[src/rtl/signed_mac_sequencer.sv]
// signed_mac_sequencer
// Feeds operand pairs to a sequential St/Done signed multiplier, accumulates
// NUM_TERMS sign-extended products into one signed frame sum and presents the
// sum on a valid/ready port. The frame is cleared once the sum is consumed.
// Optional build macro: MAC_SAT_EN. When it is defined, signed overflow clamps
// the accumulator to the most positive/negative value. When it is undefined,
// the sum wraps. ovf is set on overflow in both builds.
//
// state | meaning
// ------+-------------------------------------------------------------
// SYNC  | wait for Done=0, because the multiplier has no reset
// IDLE  | in_ready=1, accept one operand pair
// RUN   | St=1, operands held, capture Product on the first Done=1
// DROP  | St=0, wait for Done to fall, then decide whether the frame is complete
// OUT   | acc_valid=1, hold the sum until acc_ready
module signed_mac_sequencer #(
   parameter int MP_W      = 16,
   parameter int MC_W      = 16,
   parameter int PROD_W    = 32,
   parameter int ACC_W     = 40,
   parameter int NUM_TERMS = 4
) (
   input  logic              clk,
   input  logic              rst,
   input  logic              in_valid,
   output logic              in_ready,
   input  logic [MP_W-1:0]   in_mtp,
   input  logic [MC_W-1:0]   in_mtc,
   output logic              St,
   output logic [MP_W-1:0]   Mtp,
   output logic [MC_W-1:0]   Mtc,
   input  logic              Done,
   input  logic [PROD_W-1:0] Product,
   output logic              acc_valid,
   input  logic              acc_ready,
   output logic [ACC_W-1:0]  acc_out,
   output logic              ovf
);

   localparam logic [2:0] S_SYNC = 3'd0;
   localparam logic [2:0] S_IDLE = 3'd1;
   localparam logic [2:0] S_RUN  = 3'd2;
   localparam logic [2:0] S_DROP = 3'd3;
   localparam logic [2:0] S_OUT  = 3'd4;

   localparam int CNT_W = $clog2(NUM_TERMS + 1);
   localparam logic [CNT_W-1:0] TERMS = CNT_W'(NUM_TERMS);

   logic [2:0]              state;
   logic [CNT_W-1:0]        term_cnt;
   logic signed [ACC_W-1:0] acc;
   logic signed [ACC_W-1:0] prod_ext;
   logic signed [ACC_W-1:0] sum;
   logic signed [ACC_W-1:0] acc_next;
   logic                    add_ovf;

   assign acc_out = acc;

   // Sign-extend the product, add it, and detect signed overflow of the addition.
   always_comb begin
      prod_ext = ACC_W'($signed(Product));
      sum      = acc + prod_ext;
      add_ovf  = (acc[ACC_W-1] == prod_ext[ACC_W-1]) && (sum[ACC_W-1] != acc[ACC_W-1]);
      acc_next = sum;
`ifdef MAC_SAT_EN
      if (add_ovf)
         acc_next = acc[ACC_W-1] ? {1'b1, {(ACC_W-1){1'b0}}} : {1'b0, {(ACC_W-1){1'b1}}};
`else
`endif
   end

   // Sequencing FSM. Every output is a register updated on the state transition.
   always_ff @(posedge clk or posedge rst) begin
      if (rst) begin
         state     <= S_SYNC;
         in_ready  <= 1'b0;
         St        <= 1'b0;
         Mtp       <= '0;
         Mtc       <= '0;
         acc_valid <= 1'b0;
         acc       <= '0;
         ovf       <= 1'b0;
         term_cnt  <= '0;
      end else begin
         case (state)
            S_SYNC: begin
               if (!Done) begin
                  in_ready <= 1'b1;
                  state    <= S_IDLE;
               end
            end
            S_IDLE: begin
               if (in_valid && in_ready) begin
                  Mtp      <= in_mtp;
                  Mtc      <= in_mtc;
                  in_ready <= 1'b0;
                  St       <= 1'b1;
                  state    <= S_RUN;
               end
            end
            S_RUN: begin
               if (Done) begin
                  acc      <= acc_next;
                  ovf      <= ovf | add_ovf;
                  term_cnt <= term_cnt + CNT_W'(1);
                  St       <= 1'b0;
                  state    <= S_DROP;
               end
            end
            S_DROP: begin
               if (!Done) begin
                  if (term_cnt == TERMS) begin
                     acc_valid <= 1'b1;
                     state     <= S_OUT;
                  end else begin
                     in_ready <= 1'b1;
                     state    <= S_IDLE;
                  end
               end
            end
            S_OUT: begin
               if (acc_valid && acc_ready) begin
                  acc       <= '0;
                  ovf       <= 1'b0;
                  term_cnt  <= '0;
                  acc_valid <= 1'b0;
                  in_ready  <= 1'b1;
                  state     <= S_IDLE;
               end
            end
            default: begin
               in_ready <= 1'b0;
               St       <= 1'b0;
               state    <= S_SYNC;
            end
         endcase
      end
   end

endmodule

[config.mk]
export PLATFORM = sky130hd
export DESIGN_NAME = signed_mac_sequencer
export DESIGN_NICKNAME = d
export VERILOG_FILES = /design/src/rtl/signed_mac_sequencer.sv
export SDC_FILE = /design/constraint.sdc
export NUM_CORES = 1
export LEC_CHECK = 0
export ABC_AREA = 1
export CORE_MARGIN = 5
export CORE_UTILIZATION = 45
export CTS_BUF_LIST = sky130_fd_sc_hd__clkbuf_4 sky130_fd_sc_hd__clkbuf_8
export CTS_CLUSTER_SIZE = 14
export DETAILED_ROUTE_END_ITERATION = 10
export PLACE_DENSITY = 0.74
export SYNTH_ARGS = -nofsm -noshare
export SYNTH_HDL_FRONTEND = slang
export SYNTH_SLANG_ARGS = --single-unit
[constraint.sdc]
create_clock -name clk -period 8.56 [get_ports clk]
set_clock_uncertainty 0.2 [all_clocks]
set_input_delay 1.712 -clock clk [delete_from_list [all_inputs] [get_ports clk]]
set_output_delay 1.712 -clock clk [all_outputs]
set_load 0.01 [all_outputs]
# [Word-level counts from Yosys, hierarchy flattened]
# Index checks and enable logic that the tools add are counted.
[totals] register_bits=82 input_bits=69 output_inout_bits=76 wordCells=69
[classes] n_addsub=2 n_eq_ne=14 mux=28 bitwise_logic=3 n_reduce_logical=13
[op_table] cell="$mux W40" count=2
[op_table] cell="$pmux W40 S2" count=1
[op_table] cell="$add A40 B32 Y40" count=1
[op_table] cell="$mux W3" count=8
[op_table] cell="$pmux W3 S5" count=1
[op_table] cell="$ne A2 B2 Y1 const B" count=7
[op_table] cell="$mux W1" count=11
[op_table] cell="$eq A3 B2 Y1 const B" count=2
[op_table] cell="$eq A3 B3 Y1 const B" count=2
[op_table] cell="$pmux W3 S2" count=1
[op_table] cell="$reduce_and A3 Y1" count=2
[op_table] cell="$reduce_and A6 Y1" count=1
[op_table] cell="$pmux W1 S5" count=1
[op_table] cell="$reduce_and A5 Y1" count=1
[op_table] cell="$pmux W1 S2" count=2
[op_table] cell="$reduce_and A4 Y1" count=1
[op_table] cell="$reduce_bool A2 Y1" count=2
[op_table] cell="$add A3 B1 Y3 const B" count=1
[op_table] cell="$eq A3 B1 Y1 const B" count=1
[op_table] cell="$logic_and A1 B1 Y1" count=3
[op_table] cell="$logic_not A3 Y1" count=1
[op_table] cell="$pmux W1 S3" count=1
[op_table] cell="$reduce_or A3 Y1" count=1
[op_table] cell="$not A1 Y1" count=2
[op_table] cell="other kinds (4)" count=4

# [Logic depth before layout (Yosys ltp)]
[logic_depth] word_depth=6 ltp_mapped=14 depth_no_buf=14

# [Worst setup path before layout]
# Ideal clock, no wire load.
[synth_path] kind="input-to-reg" startpoint="in Product[0]" endpoint="reg acc[16] (netlist: acc_out[16])" setup_ns=0.117 t_arrival_ns=3.164 required_time_ns=8.243 setup_slack_ns=5.078 path_stages=11 n_path_buf=0 path_cell_list="ha_1 fa_1 nand3_1 nand2_2 nand2_1 o211ai_2 nand2_1 nand2_1 or2_1 nand3_1 nand2_1"
[synth_via] elab_chain_len=3
[synth_lines] element="start: declaration" line_no="33" source="input logic [PROD_W-1:0] Product,"
[synth_lines] element="$add A40 B32 Y40" line_no="62" source="sum = acc + prod_ext;"
[synth_lines] element="$mux W40" line_no="102" source="if (Done) begin"
[synth_lines] element="$pmux W40 S2" line_no="85" source="case (state)"
[synth_lines] element="end signal: assignment" line_no="103" source="acc <= acc_next;"
[synth_lines] element="end: declaration" line_no="51" source="logic signed [ACC_W-1:0] acc;"
# Every way passes these cells. The select of a mux whose other input is x is not followed.
# A chain may end at the register's enable or synchronous reset.

# [Final worst setup path]
[layout_path] startpoint="in Done" endpoint="reg acc[9] (netlist: acc_out[9])"
[layout_via] elab_chain_len=2
[layout_lines] element="start: declaration" line_no="32" source="input logic Done,"
[layout_lines] element="$ne A2 B2 Y1 (no line)"
[layout_lines] element="$reduce_and A3 Y1 (no line)"
# Every way passes these cells.

==> impl_metrics.tcl <==
set metrics [dict create \
    preCtsSetupSlack_ns 4.11 \
    dp_hpwl_um 13800 \
    seq_power_share 0.259 \
    cts_resized 0 \
    antennaDiodeCount 0 \
    max_freq_mhz 250 \
    slew_violations 0 \
    first_iter_violations 401 \
    power.switching_mw 1.24 \
    powerDensity_mw_per_mm2 349 \
    setup.worst_path.end_class "flip-flop" \
    cts-buffers-inserted 9 \
    r2r_setup_slack_ns 5.70 \
    die_h_um 125 \
    ios 145 \
    fp-row-count 42 \
    postCtsSetupBuffers 0 \
    leakagePower_nw 3.76 \
    root_buffer "clkbuf_8" \
    min_period_over_period 0.468 \
    crit_type "in -> reg" \
    overflow 0 \
    mostFrequentLayoutCells "nand2_1, clkdlybuf4s50_1, nor2_1" \
    syn_avg_cell_area_um2 7.13 \
    rr_worst_depth 7 \
    hold_buffers 0 \
    min-delay-start "Mtp[9]" \
    die_w_um 125 \
    portBuffers 144 \
    grt_setup_unrepaired "false" \
    synth_fp_nets 949 \
    min_path_type "reg -> reg" \
    grt_pass1_wl_um 28600 \
    hold_viol_final 0 \
    clkTransAtPathRegs_ns 0.09 \
    grt_usage 0.223 \
    regToRegEndpoint "acc_out[9]" \
    min_period_ns 4.00 \
    p_int_mw 1.47 \
    antenna_found_initial 0 \
    drc_errors 0 \
    vias_per_cell 5.15 \
    holdPathEnd "Mtp[9]" \
    cts.sinks 82 \
    die_area_mm2 0.0157 \
    grt_max_degree 48 \
    clockBufferDepth 2 \
    yosys_warnings 0 \
    syn_area_mm2 0.00598 \
    grt_pass1_vias 5961 \
    nets 1094 \
    start_kind "primary input" \
    via_count 5992 \
    first_pass_iters 7 \
    ir_worst_vdd_uv 188 \
    tightest_slew_ns 0.841 \
    path_max_fanout 41 \
    yosys.cell_types.count 44 \
    start_util 0.455 \
    wl_um 17300 \
    layout-drive-gt1-share 0.0779 \
    setup_tns_ns 0 \
    gp_congestion 0.968 \
    cp.arrival_ns 4.08 \
    synth-async-reset-ratio 1.00 \
    htree_levels 3 \
    synth_seq_cells 82 \
    switching_share 0.458 \
    synth_edf_count 0 \
    status "finished clean" \
    ant_nets 0 \
    combPwrFrac 0.629 \
    pwr-share-clk 0.112 \
    final-setup-viol-count 0 \
    wl_per_cell_um 14.9 \
    synthFlopType "dfrtp_1" \
    yosysSeqAreaShare 0.343 \
    cts_tree "done" \
    final_common_cell "nand2_1" \
    fin_ws_ns 4.56 \
    hold_depth 1 \
    area_delta_synth_final_pct 30.2 \
    clock_latency_ns 0.39 \
    required_ns 8.64 \
    slew_headroom 0.438 \
    coreArea_mm2 0.0131 \
    synth_cells 838 \
    worstReg2RegStart "state[0]" \
    cap_violations 0 \
]
==> cell families (layout without fill, tap and decap cells) <==
group                    Yosys count  count (layout)  synth area share
XOR/XNOR                           5               5           0.00733
multiplexers                      32              32            0.0603
AND/OR/NAND/NOR                  444             444             0.306
buffers and inverters             96             246            0.0651
flip-flops                        82              82             0.343
adder cells (fa/ha/maj)           42              42            0.0892
AO/OA/AOI/OAI                    137             137             0.128
==> area by class of cell <==
class / count / area, µm²
clock buffers: 10 / 131
clock inverters: 6 / 71.3
fillers: 1261 / 5350
inverters: 84 / 317
multi-input cells: 660 / 3540
flip-flops and latches: 82 / 2050
well taps: 176 / 220
repair buffers: 146 / 1460
==> layer usage <==
layer  share of wire  global-route usage
met1            0.44               0.281
met2            0.45               0.363
met3           0.094              0.0806
met4           0.014              0.0587
met5               0                   0
==> sequential cells by signal, summed over array words and instances (netlist names) <==
register,cells
acc_out,40
Mtc,16
Mtp,16
state,3
term_cnt,3
St,1
acc_valid,1
in_ready,1
ovf,1
==> stage by stage <==
step / total power, mW / area, µm² / cells / util / hold WS, ns
floorplan: 1.75 / 5980 / 838 / - / 0.305
global placement: 2.38 / 7580 / 1148 / 0.577 / 0.285
detailed placement: 2.41 / 7580 / 1148 / 0.577 / 0.291
CTS: 2.72 / 7780 / 1164 / 0.592 / 0.312
global route: 2.95 / 7780 / 1164 / 0.592 / 0.328
finish: 2.71 / 7780 / 1164 / 0.592 / 0.310
==> power by group through the flow <==
stage	clock network [mW]	logic [mW]	registers, mW
detailed placement	0	1.70	0.711
floorplan	0	0.976	0.772
finish	0.303	1.71	0.703
global placement	0	1.68	0.705
CTS	0.310	1.71	0.705
global route	0.328	1.90	0.730
==> worst max path at each step <==
stage	start	to	depth (start not counted)
2_1_floorplan	rst	Mtc[0]	1
3_3_place_gp	Done	acc_out[9]	7
3_5_place_dp	Done	acc_out[9]	7
4_1_cts	Done	acc_out[9]	7
5_1_grt	Done	acc_out[9]	7
6_report	Done	acc_out[9]	7
==> worst max-delay path, stage by stage <==
cell	delay, ns
clkdlybuf4s50_1	0.48
inv_1	0.09
nor2_4	0.67
inv_2	0.29
nand2_2	0.18
inv_2	0.32
a32o_1	0.33
==> Yosys cell counts (all sizes together) (3+ instances only) <==
cell,count,area (µm²)
a21oi,55,279
ha,41,513
dfrtp,82,2050
xnor2,4,35.0
nor2,99,394
nor3,8,45.0
or2,4,25.0
inv,84,315
nand2,272,1040
buf,11,70.1
o21ai,55,275
o21bai,6,45.0
nand3,50,255
mux2,32,360
a21o,5,37.5
nand4,8,50.1
o21a,3,22.5
a31oi,4,25.0
Power figures use the tool's default switching activity.
